`src/rtl/elastic_pipeline_stage.sv`:
```
// One register slice of the elastic pipeline: a valid bit and its payload,
// loaded whenever the parent's advance signal for this slot is high.
module elastic_pipeline_stage #(
  parameter int DATA_WIDTH = 2
) (
  input  logic                  CLK,
  input  logic                  RESET,
  input  logic                  in_valid,
  input  logic [DATA_WIDTH-1:0] in_data,
  input  logic                  adv,
  output logic                  out_valid,
  output logic [DATA_WIDTH-1:0] out_data
);

  logic                  v_q;
  logic [DATA_WIDTH-1:0] d_q;

  // NOTE: non-blocking assignments keep every slice sampling its neighbour's
  // pre-edge value, so a full pipe shifts by exactly one slot per edge.
  always_ff @(posedge CLK) begin
    if (RESET) begin
      v_q <= 1'b0;
      // NOTE: the payload is cleared too, so M_DATA reads 0 after reset
      // rather than whatever was last in flight.
      d_q <= '0;
    end else if (adv) begin
      v_q <= in_valid;
      // Bubbles leave the payload untouched to avoid needless toggling.
      if (in_valid) begin
        d_q <= in_data;
      end
    end
  end

  assign out_valid = v_q;
  assign out_data  = d_q;

endmodule

```
`src/rtl/elastic_pipeline.sv`:
```
// Valid/ready pipeline of NUM_STAGES register slices with bubble collapse;
// NUM_STAGES == 0 degenerates to a wire-through.
module elastic_pipeline #(
  parameter int NUM_STAGES = 2,
  parameter int DATA_WIDTH = 2
) (
  input  logic                  CLK,
  input  logic                  RESET,
  input  logic                  S_VALID,
  output logic                  S_READY,
  input  logic [DATA_WIDTH-1:0] S_DATA,
  output logic                  M_VALID,
  input  logic                  M_READY,
  output logic [DATA_WIDTH-1:0] M_DATA
);

  generate
    if (NUM_STAGES < 0) begin : g_illegal
      $error("elastic_pipeline: NUM_STAGES must be >= 0");
    end else if (NUM_STAGES == 0) begin : g_bypass
      assign M_VALID = S_VALID;
      assign M_DATA  = S_DATA;
      assign S_READY = M_READY;
    end else begin : g_pipe
      // Unpacked per-slot signals keep the ripple-back advance chain acyclic
      // at bit level.
      logic                  v   [NUM_STAGES];
      logic [DATA_WIDTH-1:0] d   [NUM_STAGES];
      logic                  adv [NUM_STAGES];

      for (genvar k = 0; k < NUM_STAGES; k++) begin : g_stage
        logic                  in_valid;
        logic [DATA_WIDTH-1:0] in_data;

        if (k == 0) begin : g_head
          assign in_valid = S_VALID;
          assign in_data  = S_DATA;
        end else begin : g_body
          assign in_valid = v[k-1];
          assign in_data  = d[k-1];
        end

        // A slot may load if it is empty or the slot ahead is moving.
        if (k == NUM_STAGES - 1) begin : g_tail_adv
          assign adv[k] = M_READY || !v[k];
        end else begin : g_body_adv
          assign adv[k] = adv[k+1] || !v[k];
        end

        elastic_pipeline_stage #(
          .DATA_WIDTH (DATA_WIDTH)
        ) u_stage (
          .CLK       (CLK),
          .RESET     (RESET),
          .in_valid  (in_valid),
          .in_data   (in_data),
          .adv       (adv[k]),
          .out_valid (v[k]),
          .out_data  (d[k])
        );
      end

      assign S_READY = adv[0];
      assign M_VALID = v[NUM_STAGES-1];
      assign M_DATA  = d[NUM_STAGES-1];
    end
  endgenerate

endmodule

```
`config.mk`:
```
export PLATFORM = sky130hd
export DESIGN_NAME = elastic_pipeline
export DESIGN_NICKNAME = d
export VERILOG_FILES = /design/src/rtl/elastic_pipeline_stage.sv /design/src/rtl/elastic_pipeline.sv
export SDC_FILE = /design/constraint.sdc
export NUM_CORES = 1
export LEC_CHECK = 0
export CAP_MARGIN = 30
export CELL_PAD_IN_SITES_DETAIL_PLACEMENT = 1
export CELL_PAD_IN_SITES_GLOBAL_PLACEMENT = 2
export CORE_AREA = 5 5 42 44
export DETAILED_ROUTE_END_ITERATION = 7
export DIE_AREA = 0 0 47 49
export PLACE_DENSITY = 0.58
export SETUP_SLACK_MARGIN = 0.4
export SKIP_CTS_REPAIR_TIMING = 1
export SLEW_MARGIN = 40
export SYNTH_ARGS = -nofsm -noshare
export SYNTH_HDL_FRONTEND = slang
export SYNTH_HIERARCHICAL = 1
export SYNTH_SLANG_ARGS = --single-unit
```
`constraint.sdc`:
```
create_clock -name CLK -period 2.05 [get_ports CLK]
set_input_delay 0.5125 -clock CLK [delete_from_list [all_inputs] [get_ports CLK]]
set_output_delay 0.5125 -clock CLK [all_outputs]
set_load 0.05 [all_outputs]
```
Word-level counts from Yosys, hierarchy flattened
Cells that the tools add are included.
{"block": "word_totals", "ff_bits": 6, "elab_cells": 10}
{"block": "op_classes", "reduce_logical": 6}
{"op": "$reduce_and 2->1", "count": 2}
{"op": "$logic_not 1->1", "count": 2}
{"op": "$logic_or 1x1->1", "count": 2}

Depth between registers and ports, before layout
Gate-level depths: netlist of the first run.
{"block": "depth", "word_depth": 4, "mapped_depth": 3, "ltp_nobuf": 3}

Modules after synthesis
Netlist of the first run, hierarchy kept.
{"module": "elastic_pipeline_stage", "n_inst": 2, "cells_per_inst": 11, "area_each_um2": 113.9}
{"module": "elastic_pipeline", "n_inst": 1, "cells_per_inst": 2, "area_each_um2": 13.8}

Worst setup path after synthesis of the first run
OpenSTA, ideal clock, no wires.
{"block": "synth_path", "path_kind": "register to register", "from": "reg g_pipe.g_stage[1].u_stage.v_q", "to": "reg g_pipe.g_stage[0].u_stage.d_q[0]", "arrival_ns": 1.743, "required_ns": 1.980, "setup_slack_ns": 0.237, "stages_incl_launch_ff": 4, "path_cell_list": "dfxtp_1 > nand3b_1 > a21bo_1 > a21oi_1"}
{"block": "synth_between", "elab_chain_len": 4}
{"item": "from (decl)", "line": "elastic_pipeline_stage.sv:15", "source": "logic v_q;"}
{"item": "from (signal assigned)", "line": "elastic_pipeline_stage.sv:27", "source": "v_q <= in_valid;"}
{"item": "$logic_not 1->1", "line": "elastic_pipeline.sv:45", "source": "assign adv[k] = M_READY || !v[k];"}
{"item": "$logic_or 1x1->1", "line": "elastic_pipeline.sv:45"}
{"item": "$logic_or 1x1->1", "line": "elastic_pipeline.sv:47", "source": "assign adv[k] = adv[k+1] || !v[k];"}
{"item": "named net S_READY", "line": "elastic_pipeline.sv:10", "source": "output logic S_READY,"}
{"item": "$reduce_and 2->1 (no source line)"}
{"item": "to (signal assigned)", "line": "elastic_pipeline_stage.sv:30", "source": "d_q <= in_data;"}
{"item": "to (decl)", "line": "elastic_pipeline_stage.sv:16", "source": "logic [DATA_WIDTH-1:0] d_q;"}
The timed path passes the listed nets, and every way through them passes these cells.
A chain may end at the register's enable or synchronous reset.

Final worst setup path of the first run
{"block": "layout_path", "from": "reg g_pipe.g_stage[0].u_stage.v_q", "to": "out S_READY"}
{"block": "layout_between", "elab_chain_len": 2}
{"item": "from (decl)", "line": "elastic_pipeline_stage.sv:15"}
{"item": "from (signal assigned)", "line": "elastic_pipeline_stage.sv:27"}
{"item": "$logic_not 1->1", "line": "elastic_pipeline.sv:47"}
{"item": "$logic_or 1x1->1", "line": "elastic_pipeline.sv:47"}
{"item": "to (decl)", "line": "elastic_pipeline.sv:10"}
No other way between the ends.

==> impl_metrics.yaml, run 1 <==
placed_design:
  post-place-cells: 50
  gp_congestion: 0.6657
  io_buffer_count: 9
  hpwl_um: 519
cells_and_area:
  fillers: 167
  antennaDiodeCount: 0
  drive_above_1_share: 0.1842
  nNetsFinal: 46
  final_common_cell: "dfxtp_1"
  fin_cells: 54
  syn_to_final_growth_pct: 69.95
floorplan:
  die_y_um: 49
  initial_core_util: 0.1723
  io_pins: 10
  fp.dieW_um: 47
  dieArea_um2: 2303
  core_area_um2: 1401
  core.rowCount: 14
route:
  first_pass_iters: 4
  drtAntennaViolNets: 0
  drc: 0
  routed_via_density: 4.241
  routedWlPerCell_um: 12.26
  wl_um: 662
  drtIter0Drc: 4
  vias: 229
grt:
  grt_max_degree: 8
  grt_pass1_vias: 266
  antenna_found_initial: 0
  grt_overflow: 0
  grtUsageTotal: 0.06606
  grt_pass1_wl_um: 1083
power:
  p_per_area_nw_per_um2: 655.1
  irDropWorstVdd_mv: 0.1717
  p_leak_uw: 0.0002240
cts:
  numCtsBuffers: 3
  cts_max_path_buffers: 2
  cts.clk_slew.worst_paths_ns: 0.05
  cts_sinks: 6
  htreeDepth: 1
  clk_latency_ns: 0.24
  cts_tree: "yes"
  clock-root-buffer: "clkbuf_4"
min_path:
  hold_path_class: "flop to flop"
synthesis:
  synth-warning-count: 6
  ys_ff_latch: 6
  seq_area_frac_synth: 0.4974
  syn_area_um2: 241.5
  syn_area_per_cell_um2: 10.06
  syn-num-nets: 30
  netlist_instances: 24
  yosysUniqueCellTypes: 8
worst_setup_path:
  endpoint_kind: "output pin"
  ff2ff_setup_slack_ns: 0.70
  start_kind: "flop"
  endpoint: "S_READY"
  startpoint: "g_pipe.g_stage[0].u_stage/out_valid"
  cp_max_fo: 7
  path_delay_family: "flip-flops"
  path_class: "flop to output pin"
  crit_cells: 2
  crit_arrival_ns: 1.07
  r2r-start: "g_pipe.g_stage[0].u_stage/out_valid"
  critical_path_buf_inv_count: 1
  cp_cell_sequence: "nand3b_1 -> buf_12"
  worst_ep_required_time_ns: 1.54
  timing.rr.end: "g_pipe.g_stage[0].u_stage/out_data[1]"
  critPathMaxStageDelay_ns: 0.44
  reg2reg_depth: 5
  slowest_stage: "dfxtp_1"
timing:
  grt_setup_unrepaired: "false"
  finalMaxSlewViolations: 0
  fmax_mhz: 630.5
  whs_ns: 0.4991
  tightest_slew_ns: 0.5041
  setup_viol: 0
  min_period_over_period: 0.7737
  tns_ns: 0
  clock_skew_ns: 0.001160
  hold_viol: 0
  fin_crit_ns: 1.586
  relSlewSlack: 0.6634
outcome:
  status: "complete, no violations"
run:
  drv_cap: 0
-- logic make-up (layout without fill, tap and decap cells) --
kind of cell | Yosys count | count (layout) | share of synthesized area
simple gates | 8 | 8 | 0.1710
buf+inv | 0 | 14 | 0
flops | 6 | 6 | 0.4974
compound gates | 8 | 8 | 0.2487
mux | 2 | 2 | 0.08290
-- layout make-up --
class / instances / area [um2] / share of cell area
clock buffer: 3 / 22.52 / 0.05488
multi-input combinational: 18 / 121.4 / 0.2957
timing repair buffer: 11 / 125.1 / 0.3049
sequential: 6 / 121.4 / 0.2957
tap: 16 / 20.02 / 0.04878
-- routing by layer --
layer / vias to the layer above / wire length (um) / track usage
met5: - / 0 / 0
met4: 0 / 0 / 0.04147
met3: 0 / 51 / 0.02214
met2: 8 / 336 / 0.09276
met1: 106 / 274 / 0.08297
li1: 115 / - / -
-- Yosys cell counts --
library cell	count	share of area
dfxtp_1	6	0.50
a21bo_1	4	0.17
a21oi_1	4	0.083
nand3_1	4	0.083
mux2i_1	2	0.083
nor2_1	2	0.031
nand2b_1	1	0.026
nand3b_1	1	0.031
-- sequential cells by signal, indices dropped and copies added (netlist names) --
| name | count |
|---|---|
| g_pipe.g_stage.u_stage/out_data | 4 |
| g_pipe.g_stage.u_stage/out_valid | 2 |
-- metrics by stage --
stage	setup WS (ns)	instance area (um2)	power [uW]	utilization
3_5_place_dp	0.1914	370.4	163.6	0.2643
5_1_grt	0.3904	410.4	282.8	0.2929
6_report	0.4640	410.4	268.8	0.2929
4_1_cts	0.1356	392.9	276.1	0.2804
3_3_place_gp	0.2050	370.4	162.4	0.2643
2_1_floorplan	0.4436	242.7	143.9	-
-- where the power goes --
| part | internal, uW | leakage (uW) | switching [uW] |
|---|---|---|---|
| logic | 18.0 | 0.000161 | 15.8 |
| clock network | 66.2 | 0.0000138 | 42.0 |
| registers | 122 | 0.0000496 | 4.55 |
| total | 206 | 0.000224 | 62.4 |
-- how the worst min path moves through the flow --
stage               cells past startpoint                             startpoint                                    end  slack [ns]
floorplan                               2  g_pipe.g_stage[0].u_stage/out_data[0]  g_pipe.g_stage[1].u_stage/out_data[0]        0.45
global placement                        2  g_pipe.g_stage[0].u_stage/out_data[1]  g_pipe.g_stage[1].u_stage/out_data[1]        0.48
detailed placement                      2  g_pipe.g_stage[0].u_stage/out_data[1]  g_pipe.g_stage[1].u_stage/out_data[1]        0.50
CTS                                     2  g_pipe.g_stage[0].u_stage/out_data[1]  g_pipe.g_stage[1].u_stage/out_data[1]        0.51
global route                            2  g_pipe.g_stage[0].u_stage/out_data[0]  g_pipe.g_stage[1].u_stage/out_data[0]        0.53
finish                                  2  g_pipe.g_stage[0].u_stage/out_data[1]  g_pipe.g_stage[1].u_stage/out_data[1]        0.50
-- tightest hold or removal path: stages, from the launching register on --
cell     delay, ns
dfxtp_1       0.31
nand3_1       0.08
a21oi_1       0.05
No activity file was read; power rests on OpenSTA's default activity.
==> run 2, diff against run 1 <==
PLACE_DENSITY = 0.6   (was 0.58)
clock period = 1.35 ns   (was 2.05 ns; I/O delays follow)
==> impl_metrics.yaml, run 2 (synthesized netlist as in run 1, its figures left out) <==
grt:
  grt_pass1_wl_um: 1014
  grt-busiest-layer: "met2"
  grt.met1_usage: 0.06388
  grt_use_met2: 0.09729
  grt_overflow: 0
  grt_pass1_vias: 245
  grt_util_met3: 0.03321
  grtUsageTotal: 0.06131
  grt_max_degree: 8
  antenna_found_initial: 0
timing:
  relSlewSlack: 0.8339
  fin_crit_ns: 1.297
  hold_viol: 0
  min_period_over_period: 0.9606
  fmax_mhz: 771.1
  grt_setup_unrepaired: "true"
  tightest_slew_ns: 0.2484
  finalMaxSlewViolations: 0
  setup_viol: 0
  clock_skew_ns: 0.009603
floorplan:
  io_pins: 10
  fp.dieW_um: 47
  die_y_um: 49
  core_area_um2: 1401
  core.rowCount: 14
  initial_core_util: 0.1723
  dieArea_um2: 2303
cts:
  cts_tree: "yes"
  cts_max_path_buffers: 2
  clock-root-buffer: "clkbuf_4"
  cts.clk_slew.worst_paths_ns: 0.05
  numCtsBuffers: 3
  htreeDepth: 1
  clk_latency_ns: 0.24
  cts_sinks: 6
route:
  first_pass_iters: 1
  drtAntennaViolNets: 0
  routedWlPerCell_um: 10.98
  drtIter0Drc: 0
  vias: 258
  routed_via_density: 4.373
  drc: 0
  wl_um: 648
placed_design:
  post-place-cells: 50
  gp_congestion: 0.6675
  io_buffer_count: 9
  postPlaceCellArea_um2: 405.4
power:
  p_per_area_nw_per_um2: 896.2
  irDropWorstVdd_mv: 0.3092
  p_leak_uw: 0.0002129
cells_and_area:
  antennaDiodeCount: 0
  largest_reg_flops: 4
  layout_common_cells: "nand3_1, a21bo_1, buf_4, clkdlybuf4s50_1, buf_12"
  nNetsFinal: 50
  syn_to_final_growth_pct: 102.6
  final_area_um2: 489.2
  fin_cells: 59
  drive_above_1_share: 0.4419
worst_setup_path:
  endpoint_kind: "output pin"
  cp_max_fo: 5
  start_kind: "flop"
  path_class: "flop to output pin"
  worst_ep_required_time_ns: 1.01
  crit_arrival_ns: 0.96
run:
  drv_cap: 0
outcome:
  status: "complete, no violations"
min_path:
  hold_path_class: "flop to flop"
run 2: changes by cell type in the layout (fill, tap and decap cells not counted), moves of 2 or more:
cell / before / now
buf_12: 1 / 4
buf_6: 0 / 2
dfxtp_1: 5 / 2
buf_4: 2 / 4
dfxtp_4: 0 / 2
dlymetal6s2s_1: 4 / 1
run 2: final timing paths:
| check | startpoint | end | slack, ns | cells past startpoint |
|---|---|---|---|---|
| hold / removal | g_pipe.g_stage[0].u_stage/out_data[0] | g_pipe.g_stage[1].u_stage/out_data[0] | 0.48 | 2 |
| setup / recovery | g_pipe.g_stage[0].u_stage/out_valid | S_READY | 0.05 | 2 |
| hold reg to reg | g_pipe.g_stage[0].u_stage/out_data[0] | g_pipe.g_stage[1].u_stage/out_data[0] | 0.48 | 2 |
| setup reg to reg | g_pipe.g_stage[0].u_stage/out_valid | g_pipe.g_stage[0].u_stage/out_data[1] | 0.19 | 5 |
run 2: report_power, final:
| group | switching (uW) | internal [uW] | leakage (uW) | total, uW |
|---|---|---|---|---|
| Sequential | 7.26 | 184 | 0.0000515 | 191 |
| Clock | 66.7 | 112 | 0.0000150 | 179 |
| Combinational | 27.4 | 41.1 | 0.000146 | 68.5 |
run 2: area by class of cell:
| cell class | instances | area (um2) |
|---|---|---|
| fillers | 160 | 912.1 |
| repair buffers | 15 | 185.2 |
| well taps | 16 | 20.02 |
| clock buffers | 4 | 26.28 |
| flip-flops and latches | 6 | 130.1 |
| multi-input cells | 18 | 127.6 |
run 2: per-layer routing:
layer  vias up  routed length, um
li1        128                  -
met1       122                245
met2         8                349
met3         0                 53
met4         0                  0
met5         -                  0
run 2: metrics by stage:
stage	power (uW)	utilization	setup slack (ns)	hold slack, ns	setup TNS [ns]
final	438.5	0.3491	0.05315	0.4751	0
after global routing	461.1	0.3491	0.009672	0.5057	0
after CTS	438.1	0.3080	-0.1677	0.4800	-0.1677
after detailed placement	254.3	0.2893	-0.1794	0.4862	-0.7824
after global placement	252.4	0.2893	-0.1642	0.4712	-0.7397
after floorplan	217.6	-	-0.1015	0.3992	-0.2704
run 2: critical path, stage by stage, from the launching register on:
cell      delay [ns]
dfxtp_4         0.36
nand3b_1        0.16
buf_12          0.20
